<file path="config.mk">
export PLATFORM = sky130hd
export DESIGN_NAME = minbd_sidebuf_ctrl
export DESIGN_NICKNAME = d
export VERILOG_FILES = /design/src/rtl/minbd_sidebuf_ctrl.sv
export SDC_FILE = /design/constraint.sdc
export NUM_CORES = 1
export LEC_CHECK = 0
export CORE_MARGIN = 2
export CORE_UTILIZATION = 50
export DETAILED_ROUTE_END_ITERATION = 10
export PLACE_DENSITY = 0.87
export SKIP_CTS_REPAIR_TIMING = 1
export SYNTH_ARGS = -nofsm -noshare
export SYNTH_HDL_FRONTEND = slang
export SYNTH_SLANG_ARGS = --single-unit
export TNS_END_PERCENT = 5
</file>
<file path="constraint.sdc">
create_clock -name clk -period 4.5 [get_ports clk]
set_input_delay 0.9 -clock clk [delete_from_list [all_inputs] [get_ports clk]]
set_output_delay 0.9 -clock clk [all_outputs]
set_load 0.01 [all_outputs]
</file>
<file path="src/rtl/minbd_sidebuf_ctrl.sv">
// Side-buffer controller for the MinBD deflection router: buffers diverted flits and
// reinjects them round-robin into empty slots, forcing a swap when starved too long.
module minbd_sidebuf_ctrl #(
  parameter int FLIT_W       = 11,
  parameter int DEPTH        = 4,
  parameter int REDIR_THRESH = 8
) (
  input  logic                       clk,
  input  logic                       rst,
  input  logic [FLIT_W-1:0]          sbuff,
  input  logic [FLIT_W-1:0]          in_e,
  input  logic [FLIT_W-1:0]          in_w,
  input  logic [FLIT_W-1:0]          in_n,
  input  logic [FLIT_W-1:0]          in_s,
  output logic [FLIT_W-1:0]          out_e,
  output logic [FLIT_W-1:0]          out_w,
  output logic [FLIT_W-1:0]          out_n,
  output logic [FLIT_W-1:0]          out_s,
  output logic                       sb_full,
  output logic [$clog2(DEPTH):0]     sb_count,
  output logic                       redir,
  output logic                       overflow
);

  // state | meaning
  // IDLE  | FIFO empty
  // WAIT  | FIFO non-empty, starve counter running
  // REDIR | forced swap pending
  typedef enum logic [1:0] {ST_IDLE, ST_WAIT, ST_REDIR} state_t;

  localparam int AW = $clog2(DEPTH);
  localparam int CW = AW + 1;
  localparam int SW = (REDIR_THRESH > 1) ? $clog2(REDIR_THRESH) : 1;

  state_t              state_q, state_d;
  logic [FLIT_W-1:0]   mem_q [DEPTH];
  logic [FLIT_W-1:0]   mem_d [DEPTH];
  logic [FLIT_W-1:0]   out_q [4];
  logic [FLIT_W-1:0]   out_d [4];
  logic [FLIT_W-1:0]   slot_in [4];
  logic [AW-1:0]       rd_ptr_q, rd_ptr_d, wr_ptr_q, wr_ptr_d, wr_tmp;
  logic [CW-1:0]       count_q, count_d, cnt_tmp;
  logic [1:0]          rr_q, rr_d, pick;
  logic [SW-1:0]       starve_q, starve_d;
  logic                full_q, full_d, redir_q, redir_d, ovf_q, ovf_d;
  logic                found, pop, swap, sb_push;
  logic [FLIT_W-1:0]   head;

  assign slot_in[0] = in_e;
  assign slot_in[1] = in_w;
  assign slot_in[2] = in_n;
  assign slot_in[3] = in_s;
  assign head       = mem_q[rd_ptr_q];

  // First empty slot at or after the round-robin pointer.
  always_comb begin
    found = 1'b0;
    pick  = rr_q;
    for (int i = 0; i < 4; i++) begin
      if (!found && !slot_in[rr_q + 2'(i)][FLIT_W-1]) begin
        found = 1'b1;
        pick  = rr_q + 2'(i);
      end
    end
  end

  always_comb begin
    out_d    = slot_in;
    mem_d    = mem_q;
    rd_ptr_d = rd_ptr_q;
    rr_d     = rr_q;
    redir_d  = 1'b0;
    ovf_d    = ovf_q;
    pop      = 1'b0;
    swap     = 1'b0;
    sb_push  = 1'b0;
    wr_tmp   = wr_ptr_q;
    cnt_tmp  = count_q;

    if (count_q != '0) begin
      if (found) begin
        pop         = 1'b1;
        out_d[pick] = head;
        rr_d        = pick + 2'd1;
      end else if (state_q == ST_REDIR) begin
        pop         = 1'b1;
        swap        = 1'b1;
        out_d[rr_q] = head;
        rr_d        = rr_q + 2'd1;
        redir_d     = 1'b1;
      end
    end

    // Pop, then displaced flit, then sbuff: sbuff sees the occupancy left by the first two.
    if (pop) begin
      rd_ptr_d = rd_ptr_q + AW'(1);
      cnt_tmp  = cnt_tmp - CW'(1);
    end
    if (swap) begin
      mem_d[wr_tmp] = slot_in[rr_q];
      wr_tmp        = wr_tmp + AW'(1);
      cnt_tmp       = cnt_tmp + CW'(1);
    end
    if (sbuff[FLIT_W-1]) begin
      if (cnt_tmp < CW'(DEPTH)) begin
        mem_d[wr_tmp] = sbuff;
        wr_tmp        = wr_tmp + AW'(1);
        cnt_tmp       = cnt_tmp + CW'(1);
        sb_push       = 1'b1;
      end else begin
        ovf_d = 1'b1;
      end
    end

    wr_ptr_d = wr_tmp;
    count_d  = cnt_tmp;
    full_d   = (cnt_tmp == CW'(DEPTH));
  end

  always_comb begin
    state_d  = state_q;
    starve_d = starve_q;
    case (state_q)
      ST_IDLE: begin
        starve_d = '0;
        if (sb_push) state_d = ST_WAIT;
      end
      ST_WAIT: begin
        if (pop) begin
          starve_d = '0;
          state_d  = (count_d == '0) ? ST_IDLE : ST_WAIT;
        end else if (starve_q == SW'(REDIR_THRESH - 1)) begin
          state_d = ST_REDIR;
        end else begin
          starve_d = starve_q + SW'(1);
        end
      end
      ST_REDIR: begin
        starve_d = '0;
        state_d  = (count_d == '0) ? ST_IDLE : ST_WAIT;
      end
      default: begin
        starve_d = '0;
        state_d  = ST_IDLE;
      end
    endcase
  end

  always_ff @(posedge clk or posedge rst) begin
    if (rst) begin
      state_q  <= ST_IDLE;
      rd_ptr_q <= '0;
      wr_ptr_q <= '0;
      count_q  <= '0;
      rr_q     <= '0;
      starve_q <= '0;
      full_q   <= 1'b0;
      redir_q  <= 1'b0;
      ovf_q    <= 1'b0;
      for (int i = 0; i < DEPTH; i++) mem_q[i] <= '0;
      for (int i = 0; i < 4; i++)     out_q[i] <= '0;
    end else begin
      state_q  <= state_d;
      rd_ptr_q <= rd_ptr_d;
      wr_ptr_q <= wr_ptr_d;
      count_q  <= count_d;
      rr_q     <= rr_d;
      starve_q <= starve_d;
      full_q   <= full_d;
      redir_q  <= redir_d;
      ovf_q    <= ovf_d;
      mem_q    <= mem_d;
      out_q    <= out_d;
    end
  end

  assign out_e    = out_q[0];
  assign out_w    = out_q[1];
  assign out_n    = out_q[2];
  assign out_s    = out_q[3];
  assign sb_full  = full_q;
  assign sb_count = count_q;
  assign redir    = redir_q;
  assign overflow = ovf_q;

endmodule

</file>
==> impl_metrics.json, run 1 <==
{
  "totalWireLength_microns": 14000,
  "ys_warn_count": 0,
  "area_added_between_synthesis_and_finish_pct": 25.35,
  "initial_utilization_pct": 51.56,
  "result_of_the_run": "finished, violations left",
  "layout.cells.most_common_list": "106 x sky130_fd_sc_hd__clkdlybuf4s50_1, 105 x sky130_fd_sc_hd__dfrtp_1, 91 x sky130_fd_sc_hd__mux2_2",
  "period_needed_ns": 3.689,
  "clock_tree.buffer_depth": 2,
  "core_area_sq_um": 11520,
  "dp.final_hpwl_microns": 10060,
  "antenna-diode-count": 0,
  "drt-wirelength-per-cell_microns": 20.71,
  "timing.final.hold_violations": 0,
  "finalNetCount": 607,
  "ir_drop_v": 0.0003138,
  "cts-buffers-inserted": 9,
  "postSynthNetCount": 502,
  "arrival_ns": 3.95,
  "report.final.setup_viol": 0,
  "synth_area_leader_cell": "sky130_fd_sc_hd__dfrtp_1",
  "port_buffers": 106,
  "final_antenna_net_count": 0,
  "failed_checks": "DRC",
  "yosysUniqueCellTypes": 50,
  "antenna_found_initial": 0,
  "yosys_register_bits": 105,
  "max_freq_ghz": 0.2711,
  "cts.sinks": 105,
  "pin_count_of_the_biggest_net_entering_global_routing": 57,
  "die_w_microns": 113.0,
  "ioPinCount": 107,
  "met2_usage_pct": 38.43,
  "cp-start-kind": "input port",
  "total_drc_errors_in_the_routed_layout": 12,
  "synth_area_sq_um": 5938,
  "fraction_of_synthesized_cell_area_taken_by_the_top_area_cell_type_pct": 44.25,
  "final_cell_count_no_fill": 676,
  "grt.total_usage_pct": 22.91,
  "power_density_nw_per_um2": 770.2,
  "detailroute.via_count": 3927,
  "gr-usage-met1_pct": 29.95,
  "global_route.peak_usage_layer": "met2",
  "hold_crit_start": "mem_q[32]$_DFF_PP0_",
  "clock-root-buffer": "sky130_fd_sc_hd__clkbuf_16",
  "syn-instance-count": 423,
  "drt_iter0_markers": 281,
  "skew_ns": 0.01379,
  "crit_path_start": "in_w[10]",
  "r2r.worst_path.cells": 13,
  "reg_to_reg_startpoint": "rr_q[0]$_DFFE_PP0N_",
  "clock_tree_from_tritoncts": "done",
  "worstSetupEndpointType": "flip-flop",
  "grt_util_met3_pct": 4.660,
  "ys_seq_area_share_pct": 44.25,
  "critical_path_class": "in -> reg",
  "via_per_inst": 5.809,
  "finalCritPeriodShare_pct": 81.97,
  "global_route.overflow_total": 0,
  "gp_routability_congestion": 0.8962,
  "dieArea_sq_um": 12760,
  "grt_first_pass_wirelength_microns": 22430,
  "synth.area.top_cells": "sky130_fd_sc_hd__dfrtp_1 44%, sky130_fd_sc_hd__mux2_2 17%, sky130_fd_sc_hd__mux2_4 9.1%",
  "synth_edf_count": 0,
  "ys_dominant_reg_cell": "sky130_fd_sc_hd__dfrtp_1",
  "ctsHtreeMaxLevel": 3,
  "chipHeight_microns": 113.0,
  "min_delay_path_depth": 1,
  "timing.critical_path.required_ns": 4.76,
  "cts.clk_slew.worst_paths_ns": 0.07,
  "dp_cells": 660,
  "layout_commonest_cell": "sky130_fd_sc_hd__clkdlybuf4s50_1",
  "average_cell_area_after_synthesis_sq_um": 14.04,
  "ys_async_sr_fraction_pct": 100.0,
  "worstMarginPinSlew_ns": 0.8347,
  "critPathMaxFanout": 12,
  "later_pin_clock_latency_in_the_skew_report_ns": 0.36,
  "timing.slew.headroom_pct": 44.36,
  "rsz0062_at_grt": "false",
  "row_count": 39,
  "final_layout_size_suffix_gt1_share_pct": 36.02,
  "worst_hold_path_type": "reg -> reg",
  "cellLeakagePower_uw": 0.003239,
  "tns_ns": 0,
  "timing_max_transition_violations_final": 0,
  "drt_first_pass_iters": 8,
  "max_capacitance_violation_count": 0,
  "first_global_vias": 4223
}
-- cells by family (layout without fill, tap and decap cells) --
| group | Yosys count | in the layout | synth area share, % |
|---|---|---|---|
| AOI/OAI and AO/OA | 30 | 30 | 3.287 |
| xor gates and xnor gates | 12 | 12 | 2.086 |
| adders and majority gates | 22 | 22 | 4.635 |
| buffers and inverters | 39 | 149 | 3.224 |
| DFF | 105 | 105 | 44.25 |
| muxes | 156 | 156 | 36.49 |
| and+or+nand+nor | 59 | 59 | 6.026 |
-- worst max-delay path: stages --
cell                              delay (ns)
sky130_fd_sc_hd__clkdlybuf4s50_1        0.69
sky130_fd_sc_hd__nand4_2                0.18
sky130_fd_sc_hd__o21ai_0                0.25
sky130_fd_sc_hd__buf_4                  0.20
sky130_fd_sc_hd__nand2_1                0.06
sky130_fd_sc_hd__o21ai_0                0.07
sky130_fd_sc_hd__ha_1                   0.25
sky130_fd_sc_hd__nor3b_1                0.22
sky130_fd_sc_hd__mux2_2                 0.19
sky130_fd_sc_hd__a22oi_1                0.10
sky130_fd_sc_hd__ha_1                   0.33
sky130_fd_sc_hd__nor2_1                 0.05
sky130_fd_sc_hd__mux2_2                 0.27
sky130_fd_sc_hd__o221ai_1               0.19
-- sequential cells by signal, indices dropped and copies added (netlist names), 2 cells and up --
signal / flops
out_w: 11
mem_q: 44
out_s: 11
starve_q: 3
out_e: 11
wr_ptr_q: 2
state_q: 2
rd_ptr_q: 2
out_n: 11
sb_count: 3
rr_q: 2
-- layout make-up --
cell class                      count  area [sq um]
Clock buffer                        9         225.2
Clock inverter                      7         86.33
Fill cell                         814          4073
Inverter                           16         62.56
Multi-Input combinational cell    279          3119
Sequential cell                   105          2628
Tap cell                          143         178.9
Timing Repair Buffer              117          1144
-- cells in the mapped netlist (5+ instances only) --
master                       n
sky130_fd_sc_hd__xnor2_1     9
sky130_fd_sc_hd__nand3b_1    5
sky130_fd_sc_hd__o21ai_0     7
sky130_fd_sc_hd__nand3_1     7
sky130_fd_sc_hd__mux4_2     21
sky130_fd_sc_hd__a21oi_1    10
sky130_fd_sc_hd__nor2_1      7
sky130_fd_sc_hd__mux2_2     91
sky130_fd_sc_hd__clkbuf_1   11
sky130_fd_sc_hd__buf_6       5
sky130_fd_sc_hd__buf_2       6
sky130_fd_sc_hd__mux2_4     36
sky130_fd_sc_hd__nand2_1    16
sky130_fd_sc_hd__dfrtp_1   105
sky130_fd_sc_hd__inv_1      16
sky130_fd_sc_hd__ha_1       22
-- routing by layer --
layer | wire (microns) | vias to the layer above
met1 | 5951 | 2024
met5 | 0 | -
met4 | 220 | 0
met2 | 7068 | 126
li1 | - | 1755
met3 | 759 | 22
-- power by group --
group          total [uW]  internal, uW  switching, uW
clock                 818           443            375
sequential           1660          1410            256
combinational        3250          1840           1420
total                5730          3690           2050
-- stage by stage --
| stage | total power [uW] | hold WS (ns) | worst slack, ns | instance area [sq um] | util, % |
|---|---|---|---|---|---|
| floorplan | 3831 | 0.4328 | 0.8395 | 5938 | - |
| global placement | 4769 | 0.4502 | 0.5897 | 7132 | 61.93 |
| detailed placement | 4881 | 0.4550 | 0.5237 | 7132 | 61.93 |
| CTS | 5744 | 0.4756 | 0.8423 | 7443 | 64.63 |
| global route | 6057 | 0.4805 | 0.5565 | 7443 | 64.63 |
| finish | 5733 | 0.4793 | 0.8114 | 7443 | 64.63 |
-- final timing paths --
kind                                     endpoint  slack (ns)
max                        state_q[0]$_DFFE_PP0P_        0.81
min                           mem_q[32]$_DFF_PP0_        0.48
max reg2reg                    out_w[1]$_DFF_PP0_        1.17
min reg2reg                   mem_q[32]$_DFF_PP0_        0.48
max in group asynchronous      mem_q[5]$_DFF_PP0_        2.67
min in group asynchronous     mem_q[21]$_DFF_PP0_        1.02
Power figures use the tool's default switching activity.
==> run 2: changes to the inputs <==
--- a/config.mk
+++ b/config.mk
@@ -6,7 +6,7 @@
 export NUM_CORES = 1
 export LEC_CHECK = 0
 export CORE_MARGIN = 2
-export CORE_UTILIZATION = 50
+export CORE_UTILIZATION = 48
 export DETAILED_ROUTE_END_ITERATION = 10
 export PLACE_DENSITY = 0.87
 export SKIP_CTS_REPAIR_TIMING = 1
==> constraint.sdc (replaced) <==
create_clock -name clk -period 3.3 [get_ports clk]
set_input_delay 0.66 -clock clk [delete_from_list [all_inputs] [get_ports clk]]
set_output_delay 0.66 -clock clk [all_outputs]
set_load 0.01 [all_outputs]
==> run 2 against run 1 <==
- the run now ends clean
- final area increased by 4.4%
- sequential power is 37% higher
- via count rose by 5.1%
- critical path type unchanged
- critical endpoint is now out_e[5]$_DFF_PP0_
- highest routed layer unchanged
==> impl_metrics.json, run 2 (synthesized netlist as in run 1, its figures left out) <==
{
  "global_route.overflow_total": 0,
  "grt.total_usage_pct": 23.23,
  "crit_path_start": "in_s[10]",
  "min_delay_path_depth": 1,
  "worstMarginPinSlew_ns": 0.7824,
  "max_freq_ghz": 0.3129,
  "period_needed_ns": 3.196,
  "finalCritPeriodShare_pct": 96.86,
  "finalNetCount": 636,
  "multi_input_area_sq_um": 3148,
  "critPathSlowestCell": "sky130_fd_sc_hd__clkdlybuf4s50_1",
  "antenna-diode-count": 0,
  "reg2reg_to": "out_e[5]$_DFF_PP0_",
  "clock-root-buffer": "sky130_fd_sc_hd__clkbuf_16",
  "first_global_vias": 4395,
  "timing.final.hold_violations": 0,
  "fillCellCount": 823,
  "worstPathCellList": "clkdlybuf4s50_1 > buf_4 > mux4_1 > inv_1 > a31o_2 > a32o_1 > o22a_1 > inv_1 > ha_1 > nand2_1 > a21oi_4 > buf_4 > mux2_2",
  "intPower_uw": 5280,
  "final_antenna_net_count": 0,
  "cp-start-kind": "input port",
  "totalWireLength_microns": 14980,
  "drt_iter0_markers": 324,
  "later_pin_clock_latency_in_the_skew_report_ns": 0.35,
  "area_added_between_synthesis_and_finish_pct": 30.91,
  "dp.final_hpwl_microns": 10710,
  "via_per_inst": 5.664,
  "critical_path_class": "in -> reg",
  "clock_group_share_of_total_power_pct": 13.1,
  "power.sequential.fraction_pct": 27.7,
  "chipHeight_microns": 115.2,
  "timing.critical_path.required_ns": 3.54,
  "antenna_found_initial": 0,
  "proportion_of_power_drawn_by_combinational_gates_pct": 59.2,
  "worstSetupEndpointType": "flip-flop",
  "r2r.worst_path.cells": 13,
  "report.final.setup_viol": 0,
  "storage_element_area_sq_um": 2628,
  "power_switching_uw": 2896,
  "switching_share_pct": 35.42,
  "cellLeakagePower_uw": 0.003426,
  "skew_ns": 0.01041,
  "initial_utilization_pct": 49.23,
  "port_buffers": 106,
  "crit_buf_inv": 5,
  "cts.sinks": 105,
  "drt_first_pass_iters": 4,
  "worst_hold_path_type": "reg -> reg",
  "power_density_nw_per_um2": 1052,
  "detailroute.via_count": 4129,
  "design_power_total_uw": 8175,
  "ir_drop_v": 0.0003925,
  "clock_tree_from_tritoncts": "done",
  "core_area_sq_um": 12060,
  "critPathMaxFanout": 5,
  "grt_first_pass_wirelength_microns": 23340,
  "clock_tree.buffer_depth": 2,
  "tns_ns": 0,
  "row_count": 40,
  "cpLargestDelayFamily": "buffers and inverters",
  "cts-buffers-inserted": 9,
  "arrival_ns": 3.44,
  "final_layout_size_suffix_gt1_share_pct": 40.11,
  "max_capacitance_violation_count": 0,
  "hold_end": "mem_q[32]$_DFF_PP0_",
  "timing_max_transition_violations_final": 0,
  "cts.clk_slew.worst_paths_ns": 0.07,
  "pin_count_of_the_biggest_net_entering_global_routing": 57,
  "register_containing_the_most_flip_flops_in_the_final_layout": "mem_q",
  "drt-wirelength-per-cell_microns": 20.55,
  "layout.cells.most_common_list": "105 x sky130_fd_sc_hd__dfrtp_1, 104 x sky130_fd_sc_hd__clkdlybuf4s50_1, 91 x sky130_fd_sc_hd__mux2_2",
  "reg_to_reg_startpoint": "rr_q[1]$_DFFE_PP0N_",
  "hold_crit_start": "mem_q[32]$_DFF_PP0_",
  "ioPinCount": 107,
  "critical_path.max_stage_delay_ns": 0.52,
  "gp_routability_congestion": 0.8702,
  "die_w_microns": 115.2,
  "layout_commonest_cell": "sky130_fd_sc_hd__dfrtp_1",
  "dieArea_sq_um": 13280,
  "ctsHtreeMaxLevel": 3,
  "result_of_the_run": "completed",
  "regToRegSetupSlack_ns": 0.16,
  "total_drc_errors_in_the_routed_layout": 0,
  "timing.slew.headroom_pct": 47.84,
  "largest_register_ffs": 44
}
==> run 2: cell types whose count changed in the layout (fill, tap and decap cells not counted), sizes merged <==
cell and delta:
inv -2, dlymetal6s2s +2, clkinv +1, clkdlybuf4s50 -2
buf +29
==> run 2: area by class of cell <==
type	instances	share of cell area, %
multi-input combinational	279	40.50
sequential	105	33.80
timing repair buffer	146	18.43
clock buffer	9	2.897
tap	168	2.704
clock inverter	6	0.8530
inverter	16	0.8209
==> run 2: worst max-delay path by stage <==
stage,to,cells past startpoint,slack (ns)
floorplan,out_w[0]$_DFF_PP0_,15,-0.006
global placement,out_e[8]$_DFF_PP0_,11,-0.21
detailed placement,out_e[3]$_DFF_PP0_,12,-0.32
CTS,out_e[3]$_DFF_PP0_,12,0.03
global route,out_n[0]$_DFF_PP0_,14,-0.006
finish,out_e[5]$_DFF_PP0_,13,0.10
==> run 2: worst register-to-register path, stage by stage, from the launching register on <==
cell	delay [ns]
sky130_fd_sc_hd__dfrtp_1	0.38
sky130_fd_sc_hd__inv_1	0.11
sky130_fd_sc_hd__ha_2	0.32
sky130_fd_sc_hd__mux4_1	0.35
sky130_fd_sc_hd__inv_1	0.09
sky130_fd_sc_hd__a31o_2	0.23
sky130_fd_sc_hd__a32o_1	0.24
sky130_fd_sc_hd__o22a_1	0.24
sky130_fd_sc_hd__inv_1	0.10
sky130_fd_sc_hd__ha_1	0.15
sky130_fd_sc_hd__nand2_1	0.09
sky130_fd_sc_hd__a21oi_4	0.21
sky130_fd_sc_hd__buf_4	0.20
sky130_fd_sc_hd__mux2_2	0.34
==> run 2: per-layer routing <==
layer / global-route usage (%) / routed length (microns)
met1: 29.40 / 6064
met2: 40.24 / 7745
met3: 3.532 / 793
met4: 9.157 / 375
met5: 0 / 0
==> run 2: through the flow <==
stage | cell area, sq um | instances | worst slack [ns] | util [%] | hold slack [ns]
final | 7774 | 729 | 0.1038 | 64.45 | 0.4764
after global routing | 7774 | 729 | -0.005594 | 64.45 | 0.4915
after CTS | 7721 | 727 | 0.02646 | 64.01 | 0.4789
after detailed placement | 7430 | 712 | -0.3207 | 61.60 | 0.4594
after global placement | 7430 | 712 | -0.2147 | 61.60 | 0.4485
after floorplan | 5948 | 423 | -0.005966 | - | 0.4328
==> run 2: power groups by stage <==
stage               clock, uW  combinational [uW]  sequential, uW
floorplan                   0                2920            2320
global placement            0                4450            2250
detailed placement          0                4640            2290
CTS                      1080                4700            2270
global route             1140                5160            2330
finish                   1070                4840            2270
